[src/rtl/ps2_host_init_if.sv]
// ============================================================================
// ps2_host_init_if
// PS/2 pin-control and receiver-handshake bundle for ps2_host_init.
// Revision: 1.0
// ============================================================================
`default_nettype none

interface ps2_host_init_if;
  logic       ps2_clk_in;
  logic       ps2_data_in;
  logic       ps2_clk_oe;
  logic       ps2_data_oe;
  logic [7:0] rx_byte;
  logic       rx_valid;
  logic       rx_enable;
  logic       ready;
  logic       error;

  modport master (
    input  ps2_clk_in, ps2_data_in, rx_byte, rx_valid,
    output ps2_clk_oe, ps2_data_oe, rx_enable, ready, error
  );

  modport slave (
    output ps2_clk_in, ps2_data_in, rx_byte, rx_valid,
    input  ps2_clk_oe, ps2_data_oe, rx_enable, ready, error
  );
endinterface

`default_nettype wire

[src/rtl/ps2_host_init.sv]
// ============================================================================
// ps2_host_init
// PS/2 keyboard power-up sequencer: sends 0xFF (optionally 0xF3 + TYPEMATIC
// when PS2_TYPEMATIC_EN is defined), checks responses, then hands off the bus.
// Revision: 1.0
// ============================================================================
`default_nettype none

module ps2_host_init #(
  parameter int unsigned INHIBIT_CYCLES = 5000,
  parameter int unsigned TX_TIMEOUT     = 750000,
  parameter int unsigned RESP_TIMEOUT   = 50000000,
  parameter int unsigned MAX_RETRY      = 3,
  parameter logic [7:0]  TYPEMATIC      = 8'h20
) (
  input  logic            clk,
  input  logic            reset_n,
  ps2_host_init_if.master bus
);

  localparam int RW = $clog2(MAX_RETRY + 2);

  typedef enum logic [2:0] {
    S_INHIBIT, S_RTS, S_SHIFT, S_ACK, S_WAIT_RESP, S_READY, S_FAIL
  } state_t;

  state_t          r_state, w_state_nxt;
  logic [31:0]     r_tmr, w_tmr_nxt;
  logic [3:0]      r_bit_cnt, w_bit_cnt_nxt;
  logic [RW-1:0]   r_retry, w_retry_nxt;
  logic [1:0]      r_cmd, w_cmd_nxt;
  logic            r_got_fa, w_got_fa_nxt;
  logic            r_ack_got, w_ack_got_nxt;
  logic            r_clk_oe, w_clk_oe_nxt;
  logic            r_data_oe, w_data_oe_nxt;
  logic            r_clk_s1, r_clk_s2, r_clk_prev;
  logic            r_dat_s1, r_dat_s2;
  logic            w_fall;
  logic            w_retry_req;
  logic [7:0]      w_tx_byte;
  logic            w_bit;

  // Synchronizers idle high so no false edge is seen out of reset.
  always_ff @(posedge clk or negedge reset_n) begin
    if (!reset_n) begin
      r_clk_s1   <= 1'b1;
      r_clk_s2   <= 1'b1;
      r_clk_prev <= 1'b1;
      r_dat_s1   <= 1'b1;
      r_dat_s2   <= 1'b1;
    end else begin
      r_clk_s1   <= bus.ps2_clk_in;
      r_clk_s2   <= r_clk_s1;
      r_clk_prev <= r_clk_s2;
      r_dat_s1   <= bus.ps2_data_in;
      r_dat_s2   <= r_dat_s1;
    end
  end

  assign w_fall = r_clk_prev & ~r_clk_s2;

  always_comb begin
    w_tx_byte = (r_cmd == 2'd0) ? 8'hFF : (r_cmd == 2'd1) ? 8'hF3 : TYPEMATIC;
    if (r_bit_cnt < 4'd8)
      w_bit = w_tx_byte[r_bit_cnt[2:0]];
    else if (r_bit_cnt == 4'd8)
      w_bit = ~^w_tx_byte;
    else
      w_bit = 1'b1;
  end

  always_ff @(posedge clk or negedge reset_n) begin
    if (!reset_n) begin
      r_state   <= S_INHIBIT;
      r_tmr     <= '0;
      r_bit_cnt <= '0;
      r_retry   <= '0;
      r_cmd     <= '0;
      r_got_fa  <= 1'b0;
      r_ack_got <= 1'b0;
      r_clk_oe  <= 1'b0;
      r_data_oe <= 1'b0;
    end else begin
      r_state   <= w_state_nxt;
      r_tmr     <= w_tmr_nxt;
      r_bit_cnt <= w_bit_cnt_nxt;
      r_retry   <= w_retry_nxt;
      r_cmd     <= w_cmd_nxt;
      r_got_fa  <= w_got_fa_nxt;
      r_ack_got <= w_ack_got_nxt;
      r_clk_oe  <= w_clk_oe_nxt;
      r_data_oe <= w_data_oe_nxt;
    end
  end

  always_comb begin
    w_state_nxt   = r_state;
    w_tmr_nxt     = r_tmr + 32'd1;
    w_bit_cnt_nxt = r_bit_cnt;
    w_retry_nxt   = r_retry;
    w_cmd_nxt     = r_cmd;
    w_got_fa_nxt  = r_got_fa;
    w_ack_got_nxt = r_ack_got;
    w_clk_oe_nxt  = r_clk_oe;
    w_data_oe_nxt = r_data_oe;
    w_retry_req   = 1'b0;

    case (r_state)
      S_INHIBIT: begin
        w_clk_oe_nxt  = 1'b1;
        w_data_oe_nxt = 1'b0;
        if (r_tmr >= 32'(INHIBIT_CYCLES - 1)) begin
          w_state_nxt   = S_RTS;
          w_data_oe_nxt = 1'b1;
          w_tmr_nxt     = '0;
          w_bit_cnt_nxt = '0;
        end
      end
      S_RTS: begin
        w_clk_oe_nxt  = 1'b0;
        w_data_oe_nxt = 1'b1;
        w_state_nxt   = S_SHIFT;
      end
      S_SHIFT: begin
        if (w_fall) begin
          w_data_oe_nxt = ~w_bit;
          w_bit_cnt_nxt = r_bit_cnt + 4'd1;
          if (r_bit_cnt == 4'd9) begin
            w_state_nxt   = S_ACK;
            w_ack_got_nxt = 1'b0;
          end
        end else if (r_tmr >= 32'(TX_TIMEOUT - 1)) begin
          w_retry_req = 1'b1;
        end
      end
      S_ACK: begin
        if (!r_ack_got) begin
          if (w_fall) begin
            if (!r_dat_s2) w_ack_got_nxt = 1'b1;
            else           w_retry_req   = 1'b1;
          end else if (r_tmr >= 32'(TX_TIMEOUT - 1)) begin
            w_retry_req = 1'b1;
          end
        end else if (r_clk_s2) begin
          w_state_nxt = S_WAIT_RESP;
          w_tmr_nxt   = '0;
        end else if (r_tmr >= 32'(TX_TIMEOUT - 1)) begin
          w_retry_req = 1'b1;
        end
      end
      S_WAIT_RESP: begin
        if (bus.rx_valid) begin
          if (bus.rx_byte == 8'hFE) begin
            w_retry_req = 1'b1;
          end else if (r_cmd == 2'd0) begin
            if (bus.rx_byte == 8'hFC) begin
              w_state_nxt = S_FAIL;
            end else if (!r_got_fa && bus.rx_byte == 8'hFA) begin
              w_got_fa_nxt = 1'b1;
              w_retry_nxt  = '0;
              w_tmr_nxt    = '0;
            end else if (r_got_fa && bus.rx_byte == 8'hAA) begin
              w_retry_nxt = '0;
              w_tmr_nxt   = '0;
`ifdef PS2_TYPEMATIC_EN
              w_cmd_nxt    = 2'd1;
              w_got_fa_nxt = 1'b0;
              w_state_nxt  = S_INHIBIT;
`else
              w_state_nxt = S_READY;
`endif
            end
          end else if (bus.rx_byte == 8'hFA) begin
            w_retry_nxt = '0;
            w_tmr_nxt   = '0;
            if (r_cmd == 2'd1) begin
              w_cmd_nxt   = 2'd2;
              w_state_nxt = S_INHIBIT;
            end else begin
              w_state_nxt = S_READY;
            end
          end
        end else if (r_tmr >= 32'(RESP_TIMEOUT - 1)) begin
          w_retry_req = 1'b1;
        end
      end
      default: begin
        w_tmr_nxt     = r_tmr;
        w_clk_oe_nxt  = 1'b0;
        w_data_oe_nxt = 1'b0;
      end
    endcase

    // Retransmit the same byte from a fresh inhibit, or give up.
    if (w_retry_req) begin
      w_tmr_nxt     = '0;
      w_clk_oe_nxt  = 1'b0;
      w_data_oe_nxt = 1'b0;
      w_got_fa_nxt  = 1'b0;
      w_ack_got_nxt = 1'b0;
      if (r_retry >= RW'(MAX_RETRY)) begin
        w_state_nxt = S_FAIL;
      end else begin
        w_retry_nxt = r_retry + 1'b1;
        w_state_nxt = S_INHIBIT;
      end
    end
  end

  assign bus.ps2_clk_oe  = r_clk_oe;
  assign bus.ps2_data_oe = r_data_oe;
  assign bus.rx_enable   = (r_state == S_WAIT_RESP) || (r_state == S_READY);
  assign bus.ready       = (r_state == S_READY);
  assign bus.error       = (r_state == S_FAIL);

endmodule

`default_nettype wire
[src/flat_wrapper.sv]
// flat-port wrapper written by rule: the top's interface ports become plain ports
module ps2_host_init_flat 
#(
  parameter int unsigned INHIBIT_CYCLES = 5000,
  parameter int unsigned TX_TIMEOUT     = 750000,
  parameter int unsigned RESP_TIMEOUT   = 50000000,
  parameter int unsigned MAX_RETRY      = 3,
  parameter logic [7:0]  TYPEMATIC      = 8'h20
)
  (clk, reset_n, bus_ps2_clk_in, bus_ps2_data_in, bus_rx_byte, bus_rx_valid, bus_ps2_clk_oe, bus_ps2_data_oe, bus_rx_enable, bus_ready, bus_error);
  ps2_host_init_if bus_i ();
  input  logic clk;
  input  logic reset_n;
  input wire logic [$bits(bus_i.ps2_clk_in)-1:0] bus_ps2_clk_in;
  input wire logic [$bits(bus_i.ps2_data_in)-1:0] bus_ps2_data_in;
  input wire logic [$bits(bus_i.rx_byte)-1:0] bus_rx_byte;
  input wire logic [$bits(bus_i.rx_valid)-1:0] bus_rx_valid;
  output wire logic [$bits(bus_i.ps2_clk_oe)-1:0] bus_ps2_clk_oe;
  output wire logic [$bits(bus_i.ps2_data_oe)-1:0] bus_ps2_data_oe;
  output wire logic [$bits(bus_i.rx_enable)-1:0] bus_rx_enable;
  output wire logic [$bits(bus_i.ready)-1:0] bus_ready;
  output wire logic [$bits(bus_i.error)-1:0] bus_error;
  assign bus_i.ps2_clk_in = bus_ps2_clk_in;
  assign bus_i.ps2_data_in = bus_ps2_data_in;
  assign bus_i.rx_byte = bus_rx_byte;
  assign bus_i.rx_valid = bus_rx_valid;
  assign bus_ps2_clk_oe = bus_i.ps2_clk_oe;
  assign bus_ps2_data_oe = bus_i.ps2_data_oe;
  assign bus_rx_enable = bus_i.rx_enable;
  assign bus_ready = bus_i.ready;
  assign bus_error = bus_i.error;
  ps2_host_init #(.INHIBIT_CYCLES(INHIBIT_CYCLES), .TX_TIMEOUT(TX_TIMEOUT), .RESP_TIMEOUT(RESP_TIMEOUT), .MAX_RETRY(MAX_RETRY), .TYPEMATIC(TYPEMATIC)) u_core (.clk(clk), .reset_n(reset_n), .bus(bus_i));
endmodule
[config.mk]
export PLATFORM = sky130hd
export DESIGN_NAME = ps2_host_init_flat
export DESIGN_NICKNAME = d
export VERILOG_FILES = /design/src/rtl/ps2_host_init_if.sv /design/src/rtl/ps2_host_init.sv /design/src/flat_wrapper.sv
export SDC_FILE = /design/constraint.sdc
export NUM_CORES = 1
export LEC_CHECK = 0
export CORE_MARGIN = 10
export CORE_UTILIZATION = 58
export CTS_CLUSTER_SIZE = 8
export DETAILED_ROUTE_END_ITERATION = 12
export DONT_BUFFER_PORTS = 1
export HOLD_SLACK_MARGIN = 0.12
export PLACE_DENSITY = 0.76
export SLEW_MARGIN = 20
export SYNTH_ARGS = -nofsm -noshare
export SYNTH_HDL_FRONTEND = slang
export SYNTH_SLANG_ARGS = --single-unit
[constraint.sdc]
create_clock -name clk -period 2 [get_ports clk]
set_input_delay 0.3 -clock clk [delete_from_list [all_inputs] [get_ports clk]]
set_output_delay 0.3 -clock clk [all_outputs]
set_load 0.05 [all_outputs]
; Word-level counts from Yosys, hierarchy flattened
; Memories as Yosys holds them, arrays and structs flattened.
; Cells that the tools add are included.
[op_classes]
n_addsub = 3
order_cmp = 6
eq_ne = 26
muxes = 65
bitwise_logic = 3
n_reduce_logical = 20
[op_table]
columns = operator, count
row1 = 32-bit 2-to-1 mux, 9
row2 = 32-bit case mux with 4 select lines, 1
row3 = 3-bit 2-to-1 mux, 20
row4 = "32-bit by 1-bit adder with 32-bit output, second input constant", 1
row5 = "8-bit equality test, second input constant", 4
row6 = "32-bit by 13-bit greater-or-equal comparator with 1-bit output, second input constant", 1
row7 = "32-bit by 20-bit greater-or-equal comparator with 1-bit output, second input constant", 1
row8 = "32-bit by 26-bit greater-or-equal comparator with 1-bit output, second input constant", 1
row9 = 1-bit 2-to-1 mux, 27
row10 = "3-bit by 1-bit != test with 1-bit output, second input constant", 5
row11 = 3-bit case mux with 5 select lines, 1
row12 = "2-bit by 1-bit != test with 1-bit output, second input constant", 6
row13 = 10-bit AND reduction, 1
row14 = "3-bit equality test, second input constant", 3
row15 = 4-bit 2-to-1 mux, 2
row16 = 4-bit case mux with 2 select lines, 1
row17 = 2-bit nonzero test, 4
row18 = "3-bit by 2-bit equality test with 1-bit output, second input constant", 2
row19 = "3-bit by 2-bit != test with 1-bit output, second input constant", 2
row20 = 3-bit AND reduction, 2
row21 = 6-bit nonzero test, 1
row22 = 5-bit AND reduction, 1
row23 = 5-bit nonzero test, 1
row24 = "4-bit by 1-bit adder with 4-bit output, second input constant", 1
row25 = other kinds (21), 25
[totals]
register_bits = 51
romBits = 8
word_cells = 137
memories = 1
[mem_list]
columns = name, depth, word_bits, read_ports, rd_clocked_by_memory_dff, wr, line_no
row1 = (no name shown), 8, 1, 1, 0, 0, ps2_host_init.sv:65  ; w_bit = w_tx_byte[r_bit_cnt[2:0]];

; Longest topological paths before layout
; Gate-level depths: netlist of run 1.
[logic_depth]
depth_word = 10
depth_mapped = 8
ltp_nobuf = 8

; Worst setup path before layout of run 1
; No wires, ideal clock.
[synth_path]
path_kind = register to output
startpoint = register u_core.r_state[1]
endpoint = output port bus_error
arrival_time_ns = 1.937
required_ns = 1.700
path_slack_ns = -0.237
stages_incl_launch_ff = 5
path_cell_list = dfrtp_1 > buf_6 > clkbuf_1 > inv_1 > nor3_1
[synth_between]
elab_chain_len = 1
[synth_lines]
columns = item, line_no
row1 = "start, declared", ps2_host_init.sv:27  ; state_t r_state, w_state_nxt;
row2 = "start signal, assigned", ps2_host_init.sv:84  ; r_state <= w_state_nxt;
row3 = 3-bit equality test, ps2_host_init.sv:214  ; assign bus.error = (r_state == S_FAIL);
row4 = "end, declared", flat_wrapper.sv:22  ; output wire logic [$bits(bus_i.error)-1:0] bus_error;
; Every way passes these cells.

; Worst setup path in the final report of run 1
[layout_path]
startpoint = register u_core.r_tmr[10]
endpoint = register u_core.r_tmr[4]
[layout_between]
elab_chain_len = 6
[layout_lines]
columns = item, line_no
row1 = "start, declared", ps2_host_init.sv:28  ; logic [31:0] r_tmr, w_tmr_nxt;
row2 = "start signal, assigned", ps2_host_init.sv:85  ; r_tmr <= w_tmr_nxt;
row3 = 32-bit by 20-bit greater-or-equal comparator with 1-bit output, "ps2_host_init.sv:132, ps2_host_init.sv:141, ps2_host_init.sv:147"
row4 = 1-bit 2-to-1 mux, "ps2_host_init.sv:132, ps2_host_init.sv:141, ps2_host_init.sv:147"
row5 = "1-bit 2-to-1 mux, on equally long branches", "ps2_host_init.sv:138, ps2_host_init.sv:144"
row6 = 1-bit 2-to-1 mux, ps2_host_init.sv:137  ; if (!r_ack_got) begin
row7 = 1-bit case mux with 3 select lines, ps2_host_init.sv:108  ; case (r_state)
row8 = 5-bit nonzero test (no source line) or 32-bit 2-to-1 mux (tied branches), -
; Parallel ways exist; a longest one is shown, timed or not.
; A chain may end at the register's enable or synchronous reset.

==> metrics.md, run 1 <==
| Metric | Value |
|---|---|
| Number of global-route vias before repair | `2888` |
| Critical Path RT | `2.22 ns` |
| Most common cell in the netlist | `dfrtp_1` |
| Main combinational cell family by area after synthesis | `simple AND/OR/NAND/NOR gates` |
| Final Skew | `0.00546 ns` |
| Synth area leaders | `dfrtp_1, nor3_2, xor2_1, nand2_1, dfstp_2` |
| Clock Sink Count | `51` |
| WL/cell | `18.4 microns` |
| Count of final setup violators | `46` |
| Fmax | `416 MHz` |
| RSZ-0062 raised after global routing | `true` |
| Xor and xnor area share after synthesis | `8.05%` |
| Crit path time final | `2.40 ns` |
| Delay-heaviest family, CP | `simple AND/OR/NAND/NOR gates` |
| Worst R2R End | `u_core.r_tmr[4]$_DFFE_PN0P_` |
| Depth of the most critical reg-to-reg path | `7` |
| Max-cap check violation count | `0` |
| Ant. Diodes | `0` |
| 1st-pass router iterations | `5` |
| Core ar. | `5470 sq um` |
| Setup ws final | `-0.404 ns` |
| Worst-Margin Slew | `0.567 ns` |
| Hold EP | `u_core.r_got_fa$_DFFE_PN0P_` |
| Power density cells | `861 nW/um^2` |
| Global-route wire length before repair | `13600 microns` |
| Average size of a mapped cell | `9.84 sq um` |
| Async S/R FF share, synth | `100%` |
| CTS Buf Count | `5` |
| Share of the synthesized area in the top cell type | `35.2%` |
| Hold path depth | `2` |
| Tcrit/Tclk final | `120%` |
| Reg-to-Reg Start | `u_core.r_tmr[10]$_DFFE_PN0P_` |
| Number of synthesized register bits | `51` |
| Yosys warning total | `0` |
| Mapped Cells | `332` |
| Main flop type after synthesis | `dfrtp_1` |
| Max_slew headroom | `62.2%` |
| GRT overflow | `0` |
| Top post-synthesis cells by count | `dfrtp_1, nand2_1, nor3_2` |
| Via count of the routed design | `2947` |
| H-tree depth | `2` |
| Worst Setup Start Kind | `flop` |
| Largest net degree at the start of global routing | `52` |
| CP arrival | `2.63 ns` |
| Final Instance Area | `4230 sq um` |
| GP Congestion | `0.865` |
| Synth unique cells | `57` |
| CP Buf/Inv Count | `1` |
| Failing checks | `setup timing` |
| Reg clk slew, reported paths | `0.09 ns` |
| Post-synth EDFFs | `0` |
| Hold Startpoint | `bus_rx_byte[4]` |
| Drt total wl | `8860 microns` |
| Post-synthesis sequential area ratio | `39.3%` |
| Placed cell areas | `3810 sq um` |
| Post-layout util | `77.4%` |
| Post-route ant nets | `0` |
| Compound-Gate Fraction of Synth Area | `14.8%` |
| DRC violations left | `0` |
| Starting Density | `59.7%` |
| First-iteration detailed-routing DRC count | `267` |
| Final hold vios | `0` |
| Hold Crit Class | `in2reg` |
| Status | `finished, violations left` |
| Mapped Nets | `350` |
| Simple-gate portion of the synthesized area | `30.7%` |
| Type of the worst setup path | `reg2reg` |
| Worst VDD drop | `0.554 mV` |
| Leak | `1.87 nW` |
| CTS tree | `built` |
| Row count | `27` |
| Critical path's slowest cell | `or4_4` |
| Share of cells above drive strength 1 | `40.0%` |
| Fin. max-slew vios | `0` |
| Adder-Cell Fraction of Synth Area | `1.92%` |
| Mux share of post-synthesis cell area | `0.613%` |
| Synth-to-Final Area Change | `29.7%` |
| Crit-path cells | `or3_4, or4_4, o2111ai_4, a31o_4, a41oi_4, clkbuf_16, nor3_2` |
| Root Driver | `clkbuf_8` |
| Setup crit end kind | `flop` |
| Die Y | `95.0 microns` |
| Die W | `95.0 microns` |
| Mapped Area | `3270 sq um` |
| Initial antenna violation count | `0` |
| CTS Buffer Depth | `2` |
| IO Pins | `18` |
| Post-DP HPWL | `5640 microns` |
| Port Buffers | `0` |
| Detail-routed via count per cell | `6.11` |
| CP max stage delay | `0.44 ns` |
| Flop-to-flop setup slack | `-0.40 ns` |
| Die ar. | `9030 sq um` |
| Leading area contributor after synthesis | `dfrtp_1` |
| Crit-path max FO | `15` |
| GRT Util Overall | `18.6%` |
| Latest clock arrival within the worst-skew pair | `0.30 ns` |
| Nets | `427` |
==> worst max path at each step <==
stage | startpoint | to | slack, ns | cells past startpoint
6_report | u_core.r_tmr[10]$_DFFE_PN0P_ | u_core.r_tmr[4]$_DFFE_PN0P_ | -0.40 | 7
5_1_grt | u_core.r_tmr[1]$_DFFE_PN0P_ | u_core.r_tmr[2]$_DFFE_PN0P_ | -0.49 | 8
4_1_cts | u_core.r_tmr[11]$_DFFE_PN0P_ | u_core.r_tmr[6]$_DFFE_PN0P_ | -0.31 | 7
3_5_place_dp | u_core.r_tmr[11]$_DFFE_PN0P_ | u_core.r_state[1]$_DFFE_PN0P_ | -0.37 | 7
3_3_place_gp | u_core.r_tmr[11]$_DFFE_PN0P_ | u_core.r_state[1]$_DFFE_PN0P_ | -0.31 | 7
2_1_floorplan | u_core.r_tmr[0]$_DFFE_PN0P_ | u_core.r_tmr[10]$_DFFE_PN0P_ | -0.15 | 8
==> state kept, by name (all words and copies together), names as in the netlist <==
register                flops
u_core.bus.ps2_data_oe      1
u_core.r_clk_s2             1
u_core.r_tmr               32
u_core.r_dat_s1             1
u_core.r_ack_got            1
u_core.r_state              3
u_core.bus.ps2_clk_oe       1
u_core.r_dat_s2             1
u_core.r_bit_cnt            4
u_core.r_retry              3
u_core.r_clk_s1             1
u_core.r_clk_prev           1
u_core.r_got_fa             1
==> worst reg2reg max path, cell delays in order (launching register included) <==
cell       delay, ns
dfrtp_1         0.40
or3_4           0.37
or4_4           0.44
o2111ai_4       0.27
a31o_4          0.26
a41oi_4         0.18
clkbuf_16       0.24
nor3_2          0.16
==> cell families after synthesis <==
logic type	after synthesis
AND/OR/NAND/NOR	161
AO/OA/AOI/OAI	60
multiplexers	2
buffers and inverters	23
adder cells (fa/ha/maj)	5
flip-flops	51
XOR/XNOR	30
==> layout make-up <==
| cell class | instances | area (sq um) |
|---|---|---|
| tap | 72 | 90.1 |
| sequential | 51 | 1280 |
| inverter | 9 | 33.8 |
| clock inverter | 2 | 12.5 |
| clock buffer | 6 | 72.6 |
| timing repair buffer | 84 | 731 |
| multi-input combinational | 258 | 2010 |
| fill | 371 | 1240 |
==> power breakdown <==
group	switching, mW	total, mW	internal [mW]	leakage (nW)
logic	1.03	1.76	0.727	1.17
clock network	0.338	0.583	0.245	0.0412
registers	0.146	1.31	1.16	0.656
==> layer usage <==
metal / vias up / wire [microns] / track usage (%)
met5: - / 0 / 0
met4: 0 / 143 / 3.99
met3: 19 / 480 / 2.75
met2: 119 / 4540 / 30.9
met1: 1441 / 3700 / 25.0
li1: 1368 / - / -
==> placed cells by master, fill, tap and decap left out, types with 5 or more instances in the layout <==
cell and n:
o21ai_0 12, dfstp_2 5, xor2_1 16, nor2_1 17, nand3_1 16, nor3_1 7
xnor2_1 14, clkbuf_8 5, dfrtp_1 46, buf_4 69, buf_6 8, nand2_1 35
nor3_2 31, a21oi_1 10, inv_1 9, nand4_1 9, and3_1 9
==> stage by stage <==
step	setup TNS (ns)	hold slack (ns)	setup slack, ns	power, mW	std cells
5_1_grt	-17.85	0.282	-0.486	3.86	482
6_report	-14.65	0.254	-0.404	3.65	482
2_1_floorplan	-4.68	0.00441	-0.153	2.38	332
3_3_place_gp	-10.21	0.00661	-0.308	2.77	462
3_5_place_dp	-11.60	0.00669	-0.367	2.80	462
4_1_cts	-10.84	0.203	-0.314	3.48	477
==> repair_timing <==
| action | in CTS | in global routing |
|---|---|---|
| cloned | 0 | 1 |
| resized for setup | 20 | 24 |
| hold buffers | 4 | 0 |
| pin swaps | 9 | 8 |
| setup endpoints to repair | 46 | 46 |
| buffers inserted | 3 | 5 |
| hold endpoints to repair | 53 | 0 |
Note: power is estimated with default switching activity, not from simulation.
==> run 2: changes to the inputs <==
--- a/config.mk
+++ b/config.mk
@@ -11,7 +11,8 @@
 export DETAILED_ROUTE_END_ITERATION = 12
 export DONT_BUFFER_PORTS = 1
+export GPL_ROUTABILITY_DRIVEN = 1
 export HOLD_SLACK_MARGIN = 0.12
 export PLACE_DENSITY = 0.76
-export SLEW_MARGIN = 20
+export SLEW_MARGIN = 25
 export SYNTH_ARGS = -nofsm -noshare
 export SYNTH_HDL_FRONTEND = slang
==> constraint.sdc (replaced) <==
create_clock -name clk -period 2 [get_ports clk]
set_input_delay 0.4 -clock clk [delete_from_list [all_inputs] [get_ports clk]]
set_output_delay 0.4 -clock clk [all_outputs]
set_load 0.05 [all_outputs]
==> run 2 against run 1 <==
The run still ends with setup timing left. Register-to-register slack about the same. Design area up 3.1%. Hold slack better by 0.079 ns. Critical path depth up 1. First-iteration DRC count down 16%. Critical path type unchanged. Die area unchanged.
==> metrics.md, run 2 (synthesis results as in run 1) <==
| Metric | Value |
|---|---|
| Status | `finished, violations left` |
| Failing checks | `setup timing` |
| Max-cap check violation count | `0 (unchanged)` |
| Share of cells above drive strength 1 | `41.2% (+1.2 points)` |
| Net Sw Power | `1.63 mW (+8.0%)` |
| Critical Path RT | `2.24 ns (+0.02 ns)` |
| Worst VDD drop | `0.472 mV (-15%)` |
| Largest register by flop count | `u_core.r_tmr` |
| Tot Pwr | `4.02 mW (+10%)` |
| Pre-CTS WS | `-0.320 ns (+0.0478 ns)` |
| Setup ws final | `-0.391 ns (+0.0130 ns)` |
| Row count | `27 (unchanged)` |
| Die ar. | `9030 sq um (unchanged)` |
| Latest clock arrival within the worst-skew pair | `0.32 ns (+0.02 ns)` |
| GRT overflow | `0 (unchanged)` |
| Worst Setup Start Kind | `flop` |
| GRT Util Overall | `18.5% (-0.046 points)` |
| Max reg flops | `32 (unchanged)` |
| WL/cell | `18.3 microns (-0.21%)` |
| H-tree depth | `2 (unchanged)` |
| Type of the worst setup path | `reg2reg` |
| IO Pins | `18 (unchanged)` |
| Max_slew headroom | `63.0% (+0.81 points)` |
| Leak | `1.88 nW (+0.40%)` |
| Largest registers | `u_core.r_tmr (32), u_core.r_bit_cnt (4)` |
| CTS Buf Count | `5 (unchanged)` |
| Commonest non-fill, non-tap cell in the layout | `buf_4` |
| Setup total negative slack | `-14.39 ns (+0.254 ns)` |
| CTS Buffer Depth | `2 (unchanged)` |
| Via count of the routed design | `3030 (+2.8%)` |
| Setup crit end kind | `flop` |
| Critical path's slowest cell | `dfrtp_1` |
| Worst-Margin Slew | `0.555 ns (-0.0121 ns)` |
| Crit-path cells | `ha_2, a211o_4, o311ai_4, nand4_1, o211ai_4, a41oi_4, clkbuf_16, nor3_4` |
| Tcrit/Tclk final | `120% (-0.65 points)` |
| Clock Sink Count | `51 (unchanged)` |
| Fillcell total | `332 (-11%)` |
| Clock Power Share | `18.9% (+2.9 points)` |
| Detail-routed via count per cell | `6.20 (+1.3%)` |
| Fin. max-slew vios | `0 (unchanged)` |
| GP Congestion | `0.887 (+2.5%)` |
| Global-route wire length before repair | `13600 microns (-0.30%)` |
| Post-DP HPWL | `5610 microns (-0.57%)` |
| CTS tree | `built` |
| Synth-to-Final Area Change | `33.7%` |
| Cell-internal power | `2.38 mW (+12%)` |
| Ant. Diodes | `0 (unchanged)` |
| 1st-pass router iterations | `5 (unchanged)` |
| Starting Density | `59.7% (unchanged)` |
| Commonest non-fill, non-tap cells in the layout | `buf_4, dfrtp_1, nand2_1` |
| Die Y | `95.0 microns (unchanged)` |
| Power density cells | `920 nW/um^2 (+6.8%)` |
| First-iteration detailed-routing DRC count | `225 (-16%)` |
| Largest net degree at the start of global routing | `52 (unchanged)` |
| Port Buffers | `0 (unchanged)` |
| Final hold vios | `0 (unchanged)` |
| Hold Crit Class | `in2reg` |
| Switch share | `40.7% (-0.81 points)` |
| Final Skew | `0.0129 ns (+0.00740 ns)` |
| Core ar. | `5470 sq um (unchanged)` |
| Sequential Power Share | `32.8% (-3.0 points)` |
| Initial antenna violation count | `0 (unchanged)` |
| CP arrival | `2.63 ns (about the same)` |
| CP max stage delay | `0.40 ns (-0.04 ns)` |
| Root Driver | `clkbuf_8` |
| RSZ-0062 raised after global routing | `true` |
| Drt total wl | `8970 microns (+1.2%)` |
| Number of global-route vias before repair | `2885 (-0.10%)` |
| Combinational Power Share | `48.3% (about the same)` |
| Post-route ant nets | `0 (unchanged)` |
| Die W | `95.0 microns (unchanged)` |
| Fmax | `418 MHz (+0.54%)` |
| DRC violations left | `0 (unchanged)` |
| Crit path time final | `2.39 ns (-0.0130 ns)` |
| Count of final setup violators | `46 (unchanged)` |
| Nets | `434 (+1.6%)` |
| Crit-path max FO | `8 (-7)` |
| Reg clk slew, reported paths | `0.11 ns (+0.02 ns)` |
## run 2: cell type report
cell class                      instances  area [sq um]  area share [%]
Multi-Input combinational cell        258          2020            46.3
Sequential cell                        51          1280            29.4
Timing Repair Buffer                   91           817            18.7
Tap cell                               72          90.1            2.06
Clock buffer                            5          68.8            1.58
Clock inverter                          3          47.5            1.09
Inverter                                9          37.5           0.860
## run 2: power groups by stage
| stage | clock [mW] | combinational, mW | sequential [mW] |
|---|---|---|---|
| 3_5_place_dp | 0 | 1.52 | 1.32 |
| 3_3_place_gp | 0 | 1.49 | 1.31 |
| 5_1_grt | 0.792 | 2.09 | 1.33 |
| 2_1_floorplan | 0 | 1.05 | 1.32 |
| 6_report | 0.759 | 1.94 | 1.32 |
| 4_1_cts | 0.762 | 1.59 | 1.30 |
## run 2: stage by stage
stage	utilization, %	std cells	cell area (sq um)	hold slack, ns
after floorplan	-	332	3270	0.104
after global placement	70.1	464	3840	0.107
after detailed placement	70.1	464	3840	0.107
after CTS	75.1	480	4110	0.284
after global routing	79.8	489	4370	0.355
final	79.8	489	4370	0.332
## run 2: path summary, 6_finish.rpt
check	slack, ns	to	startpoint	depth (start not counted)
worst max register to register	-0.39	u_core.r_tmr[14]$_DFFE_PN0P_	u_core.r_tmr[1]$_DFFE_PN0P_	8
worst min-delay path	0.33	u_core.r_got_fa$_DFFE_PN0P_	bus_rx_byte[4]	2
worst min register to register	0.36	u_core.r_clk_s2$_DFF_PN1_	u_core.r_clk_s1$_DFF_PN1_	0
max in group asynchronous	1.12	u_core.r_dat_s1$_DFF_PN1_	reset_n	2
worst max-delay path	-0.39	u_core.r_tmr[14]$_DFFE_PN0P_	u_core.r_tmr[1]$_DFFE_PN0P_	8
min in group asynchronous	0.62	u_core.bus.ps2_clk_oe$_DFFE_PN0P_	reset_n	2
## run 2: critical path: cells and delay by family (launching register included)
| kind | cells | cell delay (ns) |
|---|---|---|
| and+or+nand+nor | 2 | 0.38 |
| AOI/OAI and AO/OA | 4 | 1.08 |
| adders and majority gates | 1 | 0.20 |
| buffers and inverters | 1 | 0.25 |
| DFF | 1 | 0.40 |
## run 2: layer usage
metal	vias up	track usage, %	wire, microns
li1	1380	-	-
met3	27	4.01	563
met4	0	4.74	185
met2	142	30.8	4460
met1	1481	23.9	3760
met5	-	0	0
## run 2: repair_timing
item / in CTS / in global routing
hold endpoints to repair: 53 / 0
resized for setup: 18 / 33
gates cloned: 0 / 3
buffers inserted: 4 / 8
endpoints found under the setup margin: 42 / 49
hold buffers: 4 / 0
pin swaps: 8 / 10
==> run 3: changes to the inputs <==
- CORE_ASPECT_RATIO: not set -> 1.25
- HOLD_SLACK_MARGIN: 0.12 -> not set
- SLEW_MARGIN: 25 -> 20
==> run 3 against run 2 <==
The run still ends with setup timing left. Clock power is 22% lower. Clock-buffer cell count grew 1. Sequential power barely moved. Fmax grew 2.5%. Wire length rose by 5.8%. Die area is 0.21% higher. Register-to-register slack improved by 0.06 ns. Critical path depth fell by 1. Via count about the same. Utilization decreased by 1.5 points. Critical path type unchanged.
==> metrics.md, run 3 (synthesis results as in run 1) <==
| Metric | Value |
|---|---|
| CTS Buf Count | `5 (unchanged)` |
| Crit path time final | `2.33 ns (-0.0587 ns)` |
| Count of final setup violators | `46 (unchanged)` |
| Detail-routed via count per cell | `6.41 (+3.5%)` |
| Ant. Diodes | `0 (unchanged)` |
| CP arrival | `2.56 ns (-0.07 ns)` |
| Final hold vios | `0 (unchanged)` |
| Post-route ant nets | `0 (unchanged)` |
| Global-route wire length before repair | `14900 microns (+9.4%)` |
| Row count | `30 (+11%)` |
| Hold Slack | `0.0760 ns (-0.256 ns)` |
| Post-Layout Cell Count | `473 (-3.3%)` |
| Fin. max-slew vios | `0 (unchanged)` |
| Critical Path RT | `2.23 ns (about the same)` |
| WL/cell | `20.1 microns (+9.4%)` |
| Largest register by flop count | `u_core.r_tmr` |
| Reg clk slew, reported paths | `0.10 ns (about the same)` |
| IO Pins | `18 (unchanged)` |
| Largest net degree at the start of global routing | `52 (unchanged)` |
| Setup ws final | `-0.332 ns (+0.0587 ns)` |
| CTS tree | `built` |
| GRT Util Overall | `19.8% (+1.3 points)` |
| Fmax | `429 MHz (+2.5%)` |
| Crit-path max FO | `20 (+12)` |
| Failing checks | `setup timing` |
| Dpl cells | `450 (-3.0%)` |
| Drt total wl | `9490 microns (+5.8%)` |
| Post-DP HPWL | `5780 microns (+3.1%)` |
| GP Congestion | `0.940 (+6.0%)` |
| Number of global-route vias before repair | `3095 (+7.3%)` |
| GRT overflow | `0 (unchanged)` |
| Starting Density | `60.0% (+0.33 points)` |
| Max reg flops | `32 (unchanged)` |
| Setup crit end kind | `flop` |
| Nets | `426 (-1.8%)` |
| 1st-pass router iterations | `4 (-1)` |
| Die ar. | `9050 sq um (+0.21%)` |
| Pre-CTS WS | `-0.388 ns (-0.0682 ns)` |
| Initial antenna violation count | `0 (unchanged)` |
| Final Skew | `0.00767 ns (-0.00520 ns)` |
| Die W | `87.1 microns (-8.3%)` |
| Port Buffers | `0 (unchanged)` |
| Tcrit/Tclk final | `117% (-2.9 points)` |
| Met3 Wirelength | `421 microns (-25%)` |
| Placed cell areas | `3780 sq um (-1.4%)` |
| Commonest non-fill, non-tap cells in the layout | `buf_4, dfrtp_1, nand2_1` |
| Clock Sink Count | `51 (unchanged)` |
| Post-layout util | `78.3% (-1.5 points)` |
| Type of the worst setup path | `reg2reg` |
| Tot Pwr | `3.93 mW (-2.2%)` |
| Core ar. | `5440 sq um (-0.55%)` |
| First-iteration detailed-routing DRC count | `290 (+29%)` |
| CTS Buffer Depth | `2 (unchanged)` |
| Share of cells above drive strength 1 | `41.6% (+0.32 points)` |
| Max-cap check violation count | `0 (unchanged)` |
| Power density cells | `922 nW/um^2 (+0.21%)` |
| Latest clock arrival within the worst-skew pair | `0.31 ns (about the same)` |
| Worst-Margin Slew | `0.611 ns (+0.0561 ns)` |
| Fillcell total | `314 (-5.4%)` |
| Leak | `1.85 nW (-1.4%)` |
| CP max stage delay | `0.55 ns (+0.15 ns)` |
| Synth-to-Final Area Change | `30.5%` |
| Die Y | `104 microns (+9.3%)` |
| Worst VDD drop | `0.423 mV (-10%)` |
| Commonest non-fill, non-tap cell in the layout | `buf_4` |
| H-tree depth | `2 (unchanged)` |
| Hold Crit Class | `in2reg` |
| Met2 WL | `5040 microns (+13%)` |
| Max_slew headroom | `58.9% (-4.1 points)` |
| Top routing layer in use | `met4` |
| Status | `finished, violations left` |
| DRT met1 WL | `3630 microns (-3.4%)` |
| DRC violations left | `0 (unchanged)` |
| RSZ-0062 raised after global routing | `true` |
| Setup total negative slack | `-11.93 ns (+2.46 ns)` |
| Largest registers | `u_core.r_tmr (32), u_core.r_bit_cnt (4)` |
| Final Instance Area | `4260 sq um (-2.4%)` |
| Root Driver | `clkbuf_8` |
| Worst Setup Start Kind | `flop` |
| Via count of the routed design | `3033 (+0.099%)` |
| Crit-path cells | `or4_4, nor4_4, nand4_1, o211ai_4, a41oi_4, buf_12, nor3_2` |
| Critical path's slowest cell | `or4_4` |
## run 3: layer usage
metal  vias to the layer above  track usage, %
met2                       115            34.9
met5                         -               0
met3                        39            2.98
met1                      1512            22.5
li1                       1367               -
met4                         0            9.02
## run 3: layout make-up
| class | instances | area (sq um) | share of cell area [%] |
|---|---|---|---|
| Inverter | 9 | 37.5 | 0.881 |
| Tap cell | 64 | 80.1 | 1.88 |
| Clock inverter | 2 | 12.5 | 0.294 |
| Timing Repair Buffer | 83 | 746 | 17.5 |
| Multi-Input combinational cell | 258 | 2030 | 47.6 |
| Clock buffer | 6 | 72.6 | 1.70 |
| Sequential cell | 51 | 1280 | 30.1 |
## run 3: report_power, final
| part | switching (mW) | internal [mW] |
|---|---|---|
| sequential | 0.167 | 1.16 |
| clock | 0.344 | 0.245 |
| combinational | 1.16 | 0.852 |
| total | 1.67 | 2.26 |
## run 3: what timing repair did
| item | in CTS | in global routing |
|---|---|---|
| endpoints found under the setup margin | 47 | 48 |
| pin swaps | 10 | 10 |
| cloned | 2 | 1 |
| buffers inserted | 5 | 5 |
| hold buffers | 2 | 0 |
| hold endpoints to repair | 51 | 0 |
| resized for setup | 33 | 24 |
## run 3: final timing paths
kind | depth (start not counted) | startpoint | end | slack (ns)
max in group asynchronous | 2 | reset_n | u_core.r_clk_s1$_DFF_PN1_ | 1.11
hold reg to reg | 0 | u_core.r_clk_s1$_DFF_PN1_ | u_core.r_clk_s2$_DFF_PN1_ | 0.36
setup reg to reg | 7 | u_core.r_tmr[18]$_DFFE_PN0P_ | u_core.r_tmr[15]$_DFFE_PN0P_ | -0.33
min in group asynchronous | 2 | reset_n | u_core.bus.ps2_data_oe$_DFFE_PN0P_ | 0.61
setup / recovery | 7 | u_core.r_tmr[18]$_DFFE_PN0P_ | u_core.r_tmr[15]$_DFFE_PN0P_ | -0.33
hold / removal | 0 | bus_ps2_clk_in | u_core.r_clk_s1$_DFF_PN1_ | 0.08
## run 3: worst max-delay path: cells and delay by family, from the launching register on
family,cells,cell delay (ns)
AOI/OAI and AO/OA,2,0.52
and+or+nand+nor,4,1.11
buffers and inverters,1,0.21
DFF,1,0.39
